[config.mk]
export PLATFORM = sky130hd
export DESIGN_NAME = serial_deserializer
export DESIGN_NICKNAME = d
export VERILOG_FILES = /design/src/rtl/serial_deserializer.sv
export SDC_FILE = /design/constraint.sdc
export NUM_CORES = 1
export LEC_CHECK = 0
export CAP_MARGIN = 10
export CORE_MARGIN = 3
export CORE_UTILIZATION = 49
export DETAILED_ROUTE_END_ITERATION = 6
export PLACE_DENSITY_LB_ADDON = 0.05
export SETUP_SLACK_MARGIN = 0.1
export SLEW_MARGIN = 30
export SYNTH_ARGS = -nofsm -noshare
export SYNTH_HDL_FRONTEND = slang
export SYNTH_SLANG_ARGS = --single-unit
[constraint.sdc]
create_clock -name clk -period 1.67 [get_ports clk]
set_clock_uncertainty 0.05 [all_clocks]
set_input_delay 0.334 -clock clk [delete_from_list [all_inputs] [get_ports clk]]
set_output_delay 0.334 -clock clk [all_outputs]
set_load 0.02 [all_outputs]
[src/rtl/serial_deserializer.sv]
// -----------------------------------------------------------------------------
// serial_deserializer
//
// Serial-in, parallel-out stage feeding a write-enable register. A frame is
// opened by a start strobe; data bits are taken only in cycles where sin_valid
// is high. Once WIDTH bits have arrived the assembled word is presented on
// out, together with a one-cycle out_valid pulse. out_valid drives the
// register's enable and out drives its data input.
//
// Optional feature (macro SERIAL_DESERIALIZER_PARITY_EN):
//   When defined, the WIDTH data bits are followed by one even-parity bit.
//   parity_err is updated together with out when the frame completes. When the
//   macro is undefined, parity_err is held at 0.
//
// Parameters:
//   WIDTH     - data bits per frame (>= 2)
//   MSB_FIRST - 1: first received bit lands in out[WIDTH-1]; 0: in out[0]
//
// Ports:
//   clk        in   rising-edge clock
//   reset      in   asynchronous active-low reset
//   start      in   frame-start strobe (also aborts a frame in progress)
//   sin        in   serial data bit
//   sin_valid  in   sin carries a valid bit this cycle
//   out        out  last completed word (registered)
//   out_valid  out  one-cycle pulse when out has just been updated
//   busy       out  a frame is in progress
//   parity_err out  parity result of the last completed frame
// -----------------------------------------------------------------------------
module serial_deserializer #(
  parameter int WIDTH     = 8,
  parameter bit MSB_FIRST = 1'b1
) (
  input  logic             clk,
  input  logic             reset,
  input  logic             start,
  input  logic             sin,
  input  logic             sin_valid,
  output logic [WIDTH-1:0] out,
  output logic             out_valid,
  output logic             busy,
  output logic             parity_err
);

  localparam int CW = $clog2(WIDTH) + 1;
  localparam logic [CW-1:0] LAST_IDX = CW'(WIDTH - 1);

  typedef enum logic [1:0] {
    IDLE   = 2'b00,
    SHIFT  = 2'b01,
    PARITY = 2'b10
  } state_t;

  // Even parity over a data word: 1 when the word has an odd number of ones.
  function automatic logic word_parity(input logic [WIDTH-1:0] w);
    return ^w;
  endfunction

  state_t           state_r;
  state_t           state_s;
  logic [CW-1:0]    cnt_r;
  logic [CW-1:0]    cnt_s;
  logic [WIDTH-1:0] shreg_r;
  logic [WIDTH-1:0] shreg_s;
  logic [WIDTH-1:0] shifted_s;
  logic [WIDTH-1:0] out_r;
  logic [WIDTH-1:0] out_s;
  logic             out_valid_r;
  logic             out_valid_s;
  logic             busy_r;
  logic             busy_s;
  logic             parity_err_r;
  logic             parity_err_s;

  // Shift register contents after accepting sin in the configured bit order.
  always_comb begin
    shifted_s = shreg_r;
    if (MSB_FIRST) begin
      shifted_s = {shreg_r[WIDTH-2:0], sin};
    end else begin
      shifted_s = {sin, shreg_r[WIDTH-1:1]};
    end
  end

  // Next-state and next-output logic for the framing FSM.
  always_comb begin
    state_s      = state_r;
    cnt_s        = cnt_r;
    shreg_s      = shreg_r;
    out_s        = out_r;
    out_valid_s  = 1'b0;
    parity_err_s = parity_err_r;

    case (state_r)
      IDLE: begin
        // sin/sin_valid are ignored here; the start cycle never samples a bit.
        if (start) begin
          state_s = SHIFT;
          cnt_s   = '0;
          shreg_s = '0;
        end else begin
          state_s = IDLE;
        end
      end

      SHIFT: begin
`ifdef SERIAL_DESERIALIZER_PARITY_EN
        // The last data bit is not a completion here, so start always aborts.
        if (start) begin
          state_s = SHIFT;
          cnt_s   = '0;
          shreg_s = '0;
        end else if (sin_valid) begin
          shreg_s = shifted_s;
          if (cnt_r == LAST_IDX) begin
            state_s = PARITY;
            cnt_s   = '0;
          end else begin
            cnt_s = cnt_r + CW'(1);
          end
        end else begin
          state_s = SHIFT;
        end
`else
        // Completion takes priority over start: start then opens the next frame.
        if (sin_valid && (cnt_r == LAST_IDX)) begin
          out_s       = shifted_s;
          out_valid_s = 1'b1;
          cnt_s       = '0;
          shreg_s     = '0;
          if (start) begin
            state_s = SHIFT;
          end else begin
            state_s = IDLE;
          end
        end else if (start) begin
          state_s = SHIFT;
          cnt_s   = '0;
          shreg_s = '0;
        end else if (sin_valid) begin
          shreg_s = shifted_s;
          cnt_s   = cnt_r + CW'(1);
        end else begin
          state_s = SHIFT;
        end
`endif
      end

`ifdef SERIAL_DESERIALIZER_PARITY_EN
      PARITY: begin
        if (sin_valid) begin
          out_s        = shreg_r;
          out_valid_s  = 1'b1;
          parity_err_s = word_parity(shreg_r) ^ sin;
          cnt_s        = '0;
          shreg_s      = '0;
          if (start) begin
            state_s = SHIFT;
          end else begin
            state_s = IDLE;
          end
        end else if (start) begin
          state_s = SHIFT;
          cnt_s   = '0;
          shreg_s = '0;
        end else begin
          state_s = PARITY;
        end
      end
`endif

      default: begin
        state_s = IDLE;
        cnt_s   = '0;
        shreg_s = '0;
      end
    endcase

`ifndef SERIAL_DESERIALIZER_PARITY_EN
    parity_err_s = 1'b0;
`endif
    busy_s = (state_s != IDLE);
  end

  // State and output registers; reset discards any partial word.
  always_ff @(posedge clk or negedge reset) begin
    if (!reset) begin
      state_r      <= IDLE;
      cnt_r        <= '0;
      shreg_r      <= '0;
      out_r        <= '0;
      out_valid_r  <= 1'b0;
      busy_r       <= 1'b0;
      parity_err_r <= 1'b0;
    end else begin
      state_r      <= state_s;
      cnt_r        <= cnt_s;
      shreg_r      <= shreg_s;
      out_r        <= out_s;
      out_valid_r  <= out_valid_s;
      busy_r       <= busy_s;
      parity_err_r <= parity_err_s;
    end
  end

  assign out        = out_r;
  assign out_valid  = out_valid_r;
  assign busy       = busy_r;
  assign parity_err = parity_err_r;

endmodule

# After elaboration in Yosys (flattened, before gate mapping)
# Cells that the tools add are included.
[totals]
in_bits = 5
elab_cells = 33
register_bits = 23
out_inout_bits = 11
[op_classes]
add_sub_neg = 1
n_eq_ne = 4
muxes = 17
reduce_logical = 5
[op_table]
columns = ["op", "count"]
rows = [
  ["7-bit two-way mux", 4],
  ["4-bit two-way mux", 4],
  ["7-bit case mux with 2 select lines", 1],
  ["4-bit case mux with 2 select lines", 1],
  ["2-bit two-way mux", 3],
  ["4-bit by 1-bit adder with 4-bit output, second input constant", 1],
  ["4-bit by 3-bit equality test with 1-bit output, second input constant", 1],
  ["4-bit != test, second input constant", 1],
  ["2-bit case mux with 2 select lines", 1],
  ["2-bit AND reduction", 2],
  ["1-bit two-way mux", 3],
  ["2-bit by 1-bit equality test with 1-bit output, second input constant", 1],
  ["2-bit zero test", 1],
  ["2-bit != test, second input constant", 1],
  ["2-bit nonzero test", 1],
  ["1-bit logical AND", 1],
]

# Depth between registers and ports, before layout
# Gate-level depths: netlist of the first run.
[depth]
word_depth = 5
ltp_mapped = 5
depth_no_buf = 4

# Worst setup path after synthesis of the first run
# No wires, ideal clock.
[synth_path]
path_type = "reg2reg"
startpoint = "register cnt_r[0]"
endpoint = "register out_r[0], in the netlist out[0]"
n_path_buf = 0
period_less_slack_ns = 1.529
stages_incl_launch_ff = 5
setup_time_ns = 0.125
arrival_time_ns = 1.354
path_slack_ns = 0.141
required_ns = 1.495
cell_sequence = "dfrtp_1 ha_1 nand3b_4 nor3_4 mux2_2"
[synth_between]
elab_chain_len = 3
[synth_rtl]
columns = ["element", "line", "source"]
rows = [
  ["from (decl)", "61", "logic [CW-1:0] cnt_r;"],
  ["from (signal assigned)", "197", "cnt_r <= cnt_s;"],
  ["4-bit by 3-bit equality test with 1-bit output", "126", "if (sin_valid && (cnt_r == LAST_IDX)) begin"],
  ["1-bit logical AND", "126", ""],
  ["2-bit AND reduction (no line)", "n/a", ""],
  ["to (signal assigned)", "199", "out_r <= out_s;"],
  ["to (decl)", "66", "logic [WIDTH-1:0] out_r;"],
]
# Every way passes these cells.
# A chain may end at the register's enable or synchronous reset.

# Final worst setup path of the first run
[layout_path]
startpoint = "input port sin_valid"
endpoint = "register out_r[4], in the netlist out[4]"
[layout_between]
elab_chain_len = 2
[layout_rtl]
columns = ["element", "line", "source"]
rows = [
  ["from (decl)", "38", "input logic sin_valid,"],
  ["1-bit logical AND", "126", ""],
  ["2-bit AND reduction (no line)", "n/a", ""],
]
# Every way passes these cells.

==> flow_summary.yaml, run 1 <==
drt:
  drt_iter0_markers: 11
  ant_nets: 0
  drt-wirelength-per-cell_um: 13.4
  drc: 0
  viasPerCell: 5.11
  first_pass_iters: 4
  via_count: 542
  wl_mm: 1.42
clocking:
  insertion_delay_ns: 0.30
  cts_root_buf: "clkbuf_4"
  clkSinkCount: 23
  cts_hold_buf: 0
  cts_buffer_depth: 2
  htreeDepth: 1
  cts-buffers-inserted: 3
  tritoncts: "done"
  clk_pin_slew_ns: 0.11
placement:
  dp_cells: 101
  place_ws_ns: -0.0975
  globalplace.congestion: 0.666
  hpwl_um: 983
  io_buffers: 14
global_routing:
  grt_pass1_vias: 548
  track_usage_pct: 13.9
  grt_pass1_wl_mm: 2.48
  grt_max_degree: 24
  antenna_found_initial: 0
  grt_overflow: 0
worst_setup_path:
  worstPathRequired_ns: 1.81
  criticalPathCategory: "input pin to flop"
  max_stage_delay_ns: 0.49
  cpMaxStageDelayCell: "clkdlybuf4s50_1"
  start_kind: "input pin"
  arrival_ns: 1.63
  path_cells: "clkdlybuf4s50_1, nand2_1, nor3_4, buf_12, mux2_2"
  cp_max_fo: 9
  end_kind: "flop"
yosys:
  synthTopCellsByArea: "dfrtp_1, mux2_2, a22o_1, nand3b_4, nor3_4"
  synth-seq-area-share_pct: 63.9
  syn_inst: 61
  synth_area_um2: 901
  async_reset_ff_share_pct: 100
  ys_ff_latch: 23
  ys.warnings.count: 0
  yosysMostFrequentCell: "dfrtp_1"
  yosysTopAreaCell: "dfrtp_1"
  ys_types: 20
  netlist_top_cells_count: "dfrtp_1, a22o_1, mux2_2, nor2_1, nand3_1"
  ys.flop_type: "dfrtp_1"
  synth-edff-count: 0
  yosysTopAreaCellShare_pct: 63.9
  avgSynthCellArea_um2: 14.8
timing:
  timing.final.ws_setup_ns: 0.186
  hold_viol_final: 0
  timing.hold.ws_ns: 0.314
  setup_viol: 0
  fin_crit_sh_pct: 88.9
  period_needed_ns: 1.48
  slew_violations: 0
  clock.fmax_mhz: 674
  rsz0062_at_grt: "false"
pwr:
  p_leak_nw: 0.618
  powerDensity_nw_per_um2: 754
  max-vdd-ir-drop_uv: 534
  total_power_uw: 857
floorplan:
  rows: 14
  die_area_um2: 2390
  ios: 16
  die_h_um: 48.9
  initial_core_util_pct: 55.9
  coreArea_um2: 1610
  die_w_um: 48.9
cells_and_area:
  multiInputGateArea_um2: 327
  layout.nets: 89
  syn_to_final_growth_pct: 26.1
  diodes: 0
  ff_latch_area_um2: 576
  drive_above_1_share_pct: 25.6
  fillers: 117
  final_cells: 106
outcome:
  status: "finished, final reports clean"
run:
  max-cap-violations: 0
min_path:
  hold_class: "input pin to asynchronous set/reset pin"
==> sequential cells by signal, indices dropped and copies added (netlist names) <==
register   flops
cnt_r          4
shreg_r        7
out            8
out_valid      1
state_r        2
busy           1
==> worst max-delay path: cells and delay by family <==
family                 cells  cell delay (ns)
multiplexers               1             0.33
buffers and inverters      2             0.64
AND/OR/NAND/NOR            2             0.32
==> final cells by class <==
class	instances	share of cell area, %
clock buffers	4	2.31
well taps	24	2.64
repair buffers	19	15.6
multi-input cells	36	28.7
flip-flops and latches	23	50.7
==> through the flow <==
stage | area [um2] | util, % | TNS [ns]
finish | 1140 | 70.5 | 0
global placement | 1100 | 68.3 | -0.910
CTS | 1120 | 69.3 | 0
global route | 1140 | 70.5 | 0
floorplan | 905 | - | 0
detailed placement | 1100 | 68.3 | -1.15
==> where the power goes <==
group / switching, mW / internal, mW / total, mW
sequential: 0.00547 / 0.562 / 0.568
combinational: 0.0269 / 0.0188 / 0.0456
clock: 0.150 / 0.0930 / 0.243
total: 0.182 / 0.674 / 0.857
==> cell families after synthesis <==
kind of cell               Yosys count  share of synthesized area, %
buffers and inverters                3                          1.80
other                                1                         0.416
adders and majority gates            1                          1.39
AOI/OAI and AO/OA                   10                          9.31
muxes                                9                          11.3
xor gates and xnor gates             2                          1.94
and+or+nand+nor                     12                          10.0
DFF                                 23                          63.9
==> layout by cell type (no fill, tap or decap), types with 2 or more instances in the layout <==
cell type / n
a22o_1: 9
buf_4: 4
clkbuf_4: 3
clkdlybuf4s50_1: 4
conb_1: 2
dfrtp_1: 23
dlygate4sd2_1: 10
mux2_2: 9
nand3_1: 2
nor2_1: 3
==> path summary, 6_finish.rpt <==
kind | cells past startpoint | slack [ns] | from | to
max | 5 | 0.19 | sin_valid | out[4]$_DFFE_PN0P_
min | 2 | 0.31 | reset | busy$_DFF_PN0_
max reg2reg | 4 | 0.19 | cnt_r[0]$_DFFE_PN0P_ | cnt_r[0]$_DFFE_PN0P_
min reg2reg | 1 | 0.46 | out[2]$_DFFE_PN0P_ | out[2]$_DFFE_PN0P_
max in group asynchronous | 2 | 1.04 | reset | state_r[1]$_DFF_PN0_
min in group clk | 1 | 0.46 | out[2]$_DFFE_PN0P_ | out[2]$_DFFE_PN0P_
==> per-layer routing <==
| metal | global-route usage, % | vias to the layer above | share of wire, % |
|---|---|---|---|
| met5 | 0 | - | 0 |
| met4 | 9.95 | 0 | 1.3 |
| met3 | 2.45 | 2 | 4.6 |
| met2 | 20.1 | 13 | 46 |
| met1 | 18.9 | 269 | 48 |
| li1 | - | 258 | - |
==> repair_timing <==
| action | CTS | global route |
|---|---|---|
| buffers inserted | 0 | 1 |
| pin swaps | 0 | 1 |
| resized for setup | 11 | 2 |
| setup endpoints to repair | 11 | 18 |
Note: power is estimated with default switching activity, not from simulation.
==> run 2: changes to the inputs <==
- CORE_UTILIZATION: 49 -> 53
- clock period: 1.67 -> 1.9 ns (I/O delays scaled with it)
==> flow_summary.yaml, run 2 (synthesized netlist as in run 1, its figures left out) <==
floorplan:
  die_h_um: 47.2
  initial_core_util_pct: 57.8
  die_w_um: 47.2
  coreArea_um2: 1560
  die_area_um2: 2230
  rows: 14
  ios: 16
timing:
  period_needed_ns: 1.71
  slew_violations: 0
  clock.fmax_mhz: 584
  rsz0062_at_grt: "false"
  fin_crit_sh_pct: 90.1
  tns_ns: 0
  setup_viol: 0
  hold_viol_final: 0
clocking:
  clk_pin_slew_ns: 0.12
  htreeDepth: 1
  cts-buffers-inserted: 3
  cts_buffer_depth: 2
  tritoncts: "done"
  cts_resized: 0
  cts_hold_buf: 0
  cts_root_buf: "clkbuf_4"
  cts_setup_buffers: 0
  clkSinkCount: 23
  insertion_delay_ns: 0.30
worst_setup_path:
  start_kind: "flop"
  worstPathRequired_ns: 1.47
  end_kind: "output pin"
  critical_path.top_delay_family: "buffers and inverters"
  arrival_ns: 1.28
  criticalPathCategory: "flop to output pin"
  max_stage_delay_ns: 0.61
  regToRegSetupSlack_ns: 0.33
  cpMaxStageDelayCell: "clkdlybuf4s50_1"
  cp_max_fo: 2
  worst-path-buf-inv: 1
  path_cells: "clkdlybuf4s50_1"
global_routing:
  grt_overflow: 0
  grt_pass1_vias: 531
  grt_pass1_wl_mm: 2.28
  grt_max_degree: 24
  track_usage_pct: 14.7
  antenna_found_initial: 0
drt:
  via_count: 546
  viasPerCell: 5.69
  drc: 0
  wl_met2_um: 654
  met1_length_um: 687
  drt-wirelength-per-cell_um: 14.6
  highest_layer: "met4"
  dr_wl_met3_um: 47
  drt_iter0_markers: 6
  wl_mm: 1.40
  first_pass_iters: 4
  ant_nets: 0
cells_and_area:
  syn_to_final_growth_pct: 21.9
  diodes: 0
  layout_commonest_cell: "dfrtp_1"
  final_cells: 96
  fillers: 116
  multiInputGateArea_um2: 313
  post-route-util_pct: 70.5
  layout.nets: 87
  largest_register_ff_count: 8
  drive_above_1_share_pct: 22.5
  ff_latch_area_um2: 576
  layout_common_cells: "dfrtp_1, clkdlybuf4s50_1, a22o_1, mux2_2"
outcome:
  status: "finished, final reports clean"
placement:
  io_buffers: 14
  globalplace.congestion: 0.758
  dp_cells: 92
pwr:
  powerDensity_nw_per_um2: 690
  max-vdd-ir-drop_uv: 816
  p_leak_nw: 0.566
run:
  max-cap-violations: 0
min_path:
  hold_class: "input pin to asynchronous set/reset pin"
run 2: cell types whose count changed in the layout (fill, tap and decap cells not counted):
cell / change
and3b_2: -1
clkinv_2: +1
clkbuf_1: -1
buf_4: -1
ha_1: +1
dlygate4sd2_1: -10
ha_4: -1
clkdlybuf4s50_1: +10
and3b_1: +1
buf_12: -1
run 2: worst reg2reg max path: cells and delay by family (launching register included):
family | cells | cell delay (ns)
adders and majority gates | 1 | 0.25
buffers and inverters | 1 | 0.17
DFF | 1 | 0.40
muxes | 1 | 0.33
and+or+nand+nor | 2 | 0.27
run 2: final timing paths:
kind | start | end | depth (start not counted)
max | out[1]$_DFFE_PN0P_ | out[1] | 1
min | reset | busy$_DFF_PN0_ | 2
max reg2reg | cnt_r[1]$_DFFE_PN0P_ | out[5]$_DFFE_PN0P_ | 5
min reg2reg | shreg_r[6]$_DFFE_PN0P_ | shreg_r[6]$_DFFE_PN0P_ | 1
max in group asynchronous | reset | out[0]$_DFFE_PN0P_ | 2
min in group clk | shreg_r[6]$_DFFE_PN0P_ | shreg_r[6]$_DFFE_PN0P_ | 1
run 2: area by class of cell:
| class | count | share of cell area, % |
|---|---|---|
| clock inverters | 1 | 0.456 |
| flip-flops and latches | 23 | 52.4 |
| well taps | 16 | 1.82 |
| repair buffers | 17 | 14.8 |
| clock buffers | 3 | 2.05 |
| multi-input cells | 36 | 28.5 |
run 2: routing by layer:
layer | global-route usage [%] | vias to the layer above
li1 | - | 255
met5 | 0 | -
met1 | 19.2 | 277
met4 | 3.31 | 0
met2 | 24.6 | 12
met3 | 3.45 | 2
run 2: report_power, final:
group / switching [mW] / total, mW / internal (mW)
registers: 0.00456 / 0.499 / 0.494
logic: 0.0239 / 0.0390 / 0.0151
clock network: 0.141 / 0.220 / 0.0784
run 2: metrics by stage:
| step | total power, mW | worst slack [ns] | cell area, um2 | hold WS [ns] |
|---|---|---|---|---|
| after floorplan | 0.524 | 0.371 | 905 | 0.0344 |
| after global placement | 0.547 | 0.116 | 1070 | 0.436 |
| after detailed placement | 0.548 | 0.0921 | 1070 | 0.442 |
| after CTS | 0.765 | 0.171 | 1100 | 0.360 |
| after global routing | 0.792 | 0.131 | 1100 | 0.370 |
| final | 0.758 | 0.187 | 1100 | 0.358 |
==> run 3: changes to the inputs <==
- CORE_ASPECT_RATIO: unset -> 1.2
- MAX_ROUTING_LAYER: unset -> met4
==> flow_summary.yaml, run 3 (synthesized netlist as in run 1, its figures left out) <==
clocking:
  cts_hold_buf: 0
  cts_root_buf: "clkbuf_4"
  cts-buffers-inserted: 3
  htreeDepth: 1
  clkSinkCount: 23
  cts_setup_buffers: 0
  cts_buffer_depth: 2
  cts_resized: 0
  clk_pin_slew_ns: 0.13
  tritoncts: "done"
  insertion_delay_ns: 0.31
global_routing:
  antenna_found_initial: 0
  track_usage_pct: 14.8
  grt_pass1_vias: 573
  grt_overflow: 0
  grt_max_degree: 24
  grt_pass1_wl_mm: 2.37
cells_and_area:
  drive_above_1_share_pct: 22.5
  layout_commonest_cell: "dfrtp_1"
  layout.nets: 87
  largest_register_ff_count: 8
  diodes: 0
  fillers: 116
  syn_to_final_growth_pct: 22.1
  layout_common_cells: "dfrtp_1, clkdlybuf4s50_1, a22o_1, mux2_2"
  stdcell_area_um2: 1100
pwr:
  p_comb_share_pct: 5.1
  max-vdd-ir-drop_uv: 430
  powerDensity_nw_per_um2: 689
  p_leak_nw: 0.566
  internal_power_uw: 588
  sequentialPowerShare_pct: 65.8
  clkPwrFrac_pct: 29.1
  power.switching_uw: 170
  switching_share_pct: 22.4
placement:
  hpwl_um: 951
  place_area_um2: 1070
  io_buffers: 14
  globalplace.congestion: 0.781
worst_setup_path:
  arrival_ns: 1.29
  setup.worst_path.start: "out[3]$_DFFE_PN0P_"
  criticalPathCategory: "flop to output pin"
  worstPathRequired_ns: 1.47
  r2r-start: "cnt_r[0]$_DFFE_PN0P_"
  end_kind: "output pin"
  cp_max_fo: 2
  worst-path-buf-inv: 1
  path_cells: "clkdlybuf4s50_1"
  max_stage_delay_ns: 0.61
  start_kind: "flop"
  cpMaxStageDelayCell: "clkdlybuf4s50_1"
  critical_path.top_delay_family: "buffers and inverters"
timing:
  setup_viol: 0
  timing.hold.ws_ns: 0.349
  tns_ns: 0
  fin_crit_sh_pct: 90.7
  rsz0062_at_grt: "false"
  clock.fmax_mhz: 580
  slew_violations: 0
  period_needed_ns: 1.72
  hold_viol_final: 0
floorplan:
  die_h_um: 51.2
  initial_core_util_pct: 59.3
  rows: 15
  die_area_um2: 2230
  ios: 16
  coreArea_um2: 1520
  die_w_um: 43.6
drt:
  first_pass_iters: 4
  viasPerCell: 5.45
  drc: 0
  drt-wirelength-per-cell_um: 14.0
  wl_mm: 1.36
  drt_iter0_markers: 5
  via_count: 529
  ant_nets: 0
run:
  max-cap-violations: 0
outcome:
  status: "finished, final reports clean"
min_path:
  hold_class: "input pin to asynchronous set/reset pin"
[run 3: cell type report]
class	instances	area [um2]	share of cell area, %
clock inverter	1	5.00	0.455
sequential	23	576	52.3
multi-input combinational	36	313	28.4
clock buffer	3	22.5	2.05
tap	17	21.3	1.93
timing repair buffer	17	163	14.8
[run 3: power groups by stage]
stage               sequential [mW]  combinational (mW)  clock [mW]
detailed placement            0.508              0.0394           0
finish                        0.499              0.0385       0.221
CTS                           0.499              0.0396       0.230
global placement              0.508              0.0386           0
floorplan                     0.510              0.0144           0
global route                  0.500              0.0430       0.250
[run 3: final timing paths]
| path | end | slack [ns] | depth (start not counted) |
|---|---|---|---|
| setup / recovery | out[3] | 0.18 | 1 |
| hold / removal | shreg_r[4]$_DFFE_PN0P_ | 0.35 | 2 |
| setup reg to reg | out[1]$_DFFE_PN0P_ | 0.32 | 5 |
| hold reg to reg | out[7]$_DFFE_PN0P_ | 0.47 | 1 |
| max in group asynchronous | shreg_r[2]$_DFFE_PN0P_ | 1.23 | 2 |
| min in group clk | out[7]$_DFFE_PN0P_ | 0.47 | 1 |
[run 3: metal layers]
layer,up-vias,GRT usage (%),wire length (um)
met1,259,18.5,656
met4,0,9.55,12
met5,-,-,0
li1,255,-,-
met2,13,21.4,622
met3,2,3.17,68
[run 3: metrics by stage]
| step | total power, mW | setup slack [ns] | utilization [%] | instances |
|---|---|---|---|---|
| 6_report | 0.758 | 0.177 | 72.3 | 97 |
| 5_1_grt | 0.793 | 0.114 | 72.3 | 97 |
| 4_1_cts | 0.768 | 0.157 | 72.3 | 97 |
| 3_3_place_gp | 0.547 | 0.0867 | 70.5 | 93 |
| 2_1_floorplan | 0.524 | 0.371 | - | 62 |
| 3_5_place_dp | 0.548 | 0.0732 | 70.5 | 93 |
==> patch 1, RTL diff (config.mk and constraints of run 2) <==
Set the parameter `WIDTH` to 16 (it was 8).
--- a/src/rtl/serial_deserializer.sv
+++ b/src/rtl/serial_deserializer.sv
@@ -28,7 +28,7 @@
 //   parity_err out  parity result of the last completed frame
 // -----------------------------------------------------------------------------
 module serial_deserializer #(
-  parameter int WIDTH     = 8,
+  parameter int WIDTH     = 16,
   parameter bit MSB_FIRST = 1'b1
 ) (
   input  logic             clk,
Ports: changed (resized out); port bits go from 16 to 24. The function was not compared with the original's and may differ.
==> patch 1 against run 2 <==
First-iteration DRC count rose to 3.8 times the old value; non-clock buffer count increased by 20; sequential cell count increased by 17; maximum frequency down 6.9%; combinational power grew 73%; utilization is 4.5 points higher; design area grew 90%; cell count rose by 83%; synthesized cell count is 74% higher; critical endpoint is now out[0]$_DFFE_PN0P_; worst setup slack got worse by 0.13 ns; area after synthesis grew 75%; total power rose by 99%; wire length grew 100%.
==> patch 1: results (changes against run 2) <==
[finish]
largest_register_ff_count=16  ; +8
fillers=182  ; +57%
finalNetCount=151  ; +74%
fin_area_um2=2090  ; +90%
drive_above_1_share_pct=32.4  ; +9.9 points

[detailed_routing]
avgRoutedWirePerCell_um=16.0  ; +9.6%
vias=978  ; +79%
drt_iter0_markers=23  ; +17

[pwr]
leakage_nw=1.21  ; +110%
irDropWorstVdd_v=0.000769  ; -5.8%

[logic_synthesis]
yosys-top-cells-area=dfrtp_1 64%, a22o_1 9.5%, mux2_4 8.6%, mux2_2 5.7%, ha_1 1.6%
synth_compound_area_share_pct=11.5  ; +2.2 points
synth_mux_area_share_pct=14.3  ; +3.1 points
netlist_top_cells_count=40 x dfrtp_1, 17 x a22o_1, 9 x mux2_4, 8 x mux2_2, 4 x inv_1
synth.distinct_cells=22  ; +10%
synth-xor-area-share_pct=0  ; -1.9 points
synthAdderAreaFrac_pct=1.59  ; +0.20 points

[global_routing]
grt_max_degree=23  ; -4.2%
grt_pass1_vias=1011  ; +90%
grt_pass1_wl_um=4530  ; +99%

[status]
status=completed

[critical_path]
reg2reg_depth=7  ; +2
crit_slowest_cell=dfrtp_1
crit_arrival_ns=2.01  ; +0.73 ns

[placement]
port_buffers=22  ; +8
dp.cells=161  ; +75%
place_congestion=0.750  ; -0.98%
placed_area_um2=1900  ; +77%

[clocking]
clk_latency_ns=0.33  ; +0.03 ns
cts_buffers=5  ; +2
cts-htree-levels=2  ; +1

## patch 1: changes by cell type after synthesis, sizes merged, moves of 4 or more
cell / delta
inv: +4
mux2: +8
dfrtp: +17
a22o: +8
buf: +4
## patch 1: final timing paths
path	start	end	slack, ns
max in group asynchronous	reset	cnt_r[4]$_DFFE_PN0P_	0.88
min reg2reg	shreg_r[14]$_DFFE_PN0P_	shreg_r[14]$_DFFE_PN0P_	0.47
min in group clk	shreg_r[14]$_DFFE_PN0P_	shreg_r[14]$_DFFE_PN0P_	0.47
min	reset	out[2]$_DFFE_PN0P_	0.46
max reg2reg	cnt_r[0]$_DFFE_PN0P_	out[0]$_DFFE_PN0P_	0.06
max	cnt_r[0]$_DFFE_PN0P_	out[0]$_DFFE_PN0P_	0.06
## patch 1: layout make-up
cell class                      count  share of cell area, %
Sequential cell                    40                   48.0
Multi-Input combinational cell     56                   26.1
Timing Repair Buffer               37                   19.0
Clock buffer                        6                   2.46
Clock inverter                      2                   1.86
Tap cell                           31                   1.86
Inverter                            4                  0.720
## patch 1: critical path: cells and delay by family, from the launching register on
kind                     cells  cell delay, ns
adder cells (fa/ha/maj)      2            0.33
flip-flops                   1            0.39
multiplexers                 1            0.29
buffers and inverters        1            0.15
AND/OR/NAND/NOR              3            0.51
## patch 1: cell families (layout without fill, tap and decap cells)
group                    count (synthesis)  in the layout
multiplexers                            17             17
AND/OR/NAND/NOR                         12             12
buffers and inverters                   11             49
other                                    1              2
AO/OA/AOI/OAI                           23             23
adder cells (fa/ha/maj)                  2              2
flip-flops                              40             40
## patch 1: metrics by stage
step / hold WS, ns / power (mW) / setup TNS, ns / setup WS, ns
2_1_floorplan: 0.0344 / 0.896 / 0 / 0.0675
3_3_place_gp: 0.292 / 0.940 / 0 / 0.0133
3_5_place_dp: 0.294 / 0.942 / -0.122 / -0.0221
4_1_cts: 0.446 / 1.53 / 0 / 0.0908
5_1_grt: 0.483 / 1.58 / 0 / 0.0104
6_report: 0.458 / 1.51 / 0 / 0.0609
## patch 1: power by group
part	total, mW	internal, mW	switching (mW)
clock network	0.581	0.315	0.266
logic	0.0676	0.0282	0.0395
registers	0.861	0.856	0.00547
total	1.51	1.20	0.311
## patch 1: timing repair
action                     CTS  global route
setup buffers                3             3
hold endpoints to repair    18             0
pin swaps                    0             1
setup endpoints to repair   16            35
gates resized for setup      1            13
hold buffers                 1             0
## patch 1: layer usage
metal	track usage, %	up-vias	part of all wire [%]
met3	4.47	2	4.4
met1	21.2	496	44
met5	0	-	0
met4	6.50	0	0.68
met2	28.9	22	50
li1	-	458	-
==> patch 2, RTL diff (config.mk and constraints of run 2) <==
Made on the original files. Compare `cnt_r` against `LAST_IDX` with >= in place of ==.
--- a/src/rtl/serial_deserializer.sv
+++ b/src/rtl/serial_deserializer.sv
@@ -123,7 +123,7 @@
         end
 `else
         // Completion takes priority over start: start then opens the next frame.
-        if (sin_valid && (cnt_r == LAST_IDX)) begin
+        if (sin_valid && (cnt_r >= LAST_IDX)) begin
           out_s       = shifted_s;
           out_valid_s = 1'b1;
           cnt_s       = '0;
Formal check against the unedited RTL: same outputs for any inputs over 10 cycles, from zero or initial values and one cycle with reset low; that may be too few to reach the edited logic, so the function may still have changed.
==> patch 2 against run 2 <==
Register-to-register slack lost 0.17 ns; die area grew 7.5%; sequential cell count is the same; via count grew 11%; synthesized cell count grew 8.2%; cell count grew 14%; worst setup slack lost 0.028 ns; design area grew 7.5%; total power grew 1.2%; wire length grew 18%; area after synthesis grew 8.6%; sequential share of layout area shrank 3.7 points; critical endpoint is now out[6]$_DFFE_PN0P_.
==> patch 2: results (changes against run 2) <==
[status]
status=completed

[critical_path]
critPathTopFamily=flip-flops
crit_arrival_ns=1.89  ; +0.61 ns
rrSetupSlack_ns=0.16  ; -0.17 ns
critPathMaxFanout=9  ; +7
reg2reg_to=out[6]$_DFFE_PN0P_
reg2reg_depth=5  ; unchanged
max_stage_delay_ns=0.43  ; -0.18 ns
crit_slowest_cell=dfrtp_1
cp-startpoint=cnt_r[0]$_DFFE_PN0P_

[sta]
hold_ws_ns=0.380  ; +0.0221 ns

[detailed_routing]
vias=605  ; +11%
met3_length_um=67  ; +43%
wl_met2_um=811  ; +24%
drt-met1-wl_um=762  ; +11%
dr.pass1.iters=3  ; -1

[finish]
clk_share_pct=2.33  ; -0.18 points
finalNetCount=92  ; +5.7%
multi_input_area_share_pct=31.7  ; +3.2 points
fillers=111  ; -4.3%
n_all_buffers=18  ; +1
multi_input_gates=39  ; +8.3%
drive_above_1_share_pct=24.7  ; +2.2 points
seq_area_share_pct=48.7  ; -3.7 points
final_cell_count_no_fill=109  ; +14%
nonClkBufAreaFrac_pct=14.4  ; -0.40 points
inverters=1  ; +1

[pwr]
switching_power_mw=0.174  ; +2.4%
power_frac_seq_pct=65.1  ; -0.7 points
p_per_area_nw_per_um2=649  ; -5.9%
leakage_nw=0.531  ; -6.3%

[global_routing]
grt_use_met1_pct=21.3  ; +2.1 points
grt_use_total_pct=15.5  ; +0.81 points
grt_pass1_wl_um=2900  ; +27%
use_met3_pct=2.14  ; -1.3 points
antenna_found_initial=0  ; unchanged

[logic_synthesis]
synth.distinct_cells=24  ; +20%
netlist_top_cells_count=23 x dfrtp_1, 8 x a32o_1, 8 x mux2_4, 3 x a21oi_1
netlist_instances=66  ; +8.2%
synth_seq_area_share_pct=58.8  ; -5.1 points

[placement]
place_ws_ns=0.0336  ; -0.0585 ns
placed_area_um2=1150  ; +7.7%
place_congestion=0.731  ; -3.5%

-- patch 2: how the worst max path moves through the flow --
stage	end	slack, ns
after floorplan	out[0]$_DFFE_PN0P_	0.29
after global placement	out[1]$_DFFE_PN0P_	0.06
after detailed placement	out[6]$_DFFE_PN0P_	0.03
after CTS	out[6]$_DFFE_PN0P_	0.14
after global routing	out[2]	0.10
final	out[6]$_DFFE_PN0P_	0.16
-- patch 2: kinds of logic (layout without fill, tap and decap cells) --
logic type / count (synthesis) / count (layout) / synth area share (%)
multiplexers: 8 / 8 / 12.3
AND/OR/NAND/NOR: 13 / 13 / 9.98
adder cells (fa/ha/maj): 1 / 1 / 1.28
flip-flops: 23 / 23 / 58.8
buffers and inverters: 5 / 23 / 3.32
other: 1 / 2 / 0.383
AO/OA/AOI/OAI: 15 / 15 / 13.9
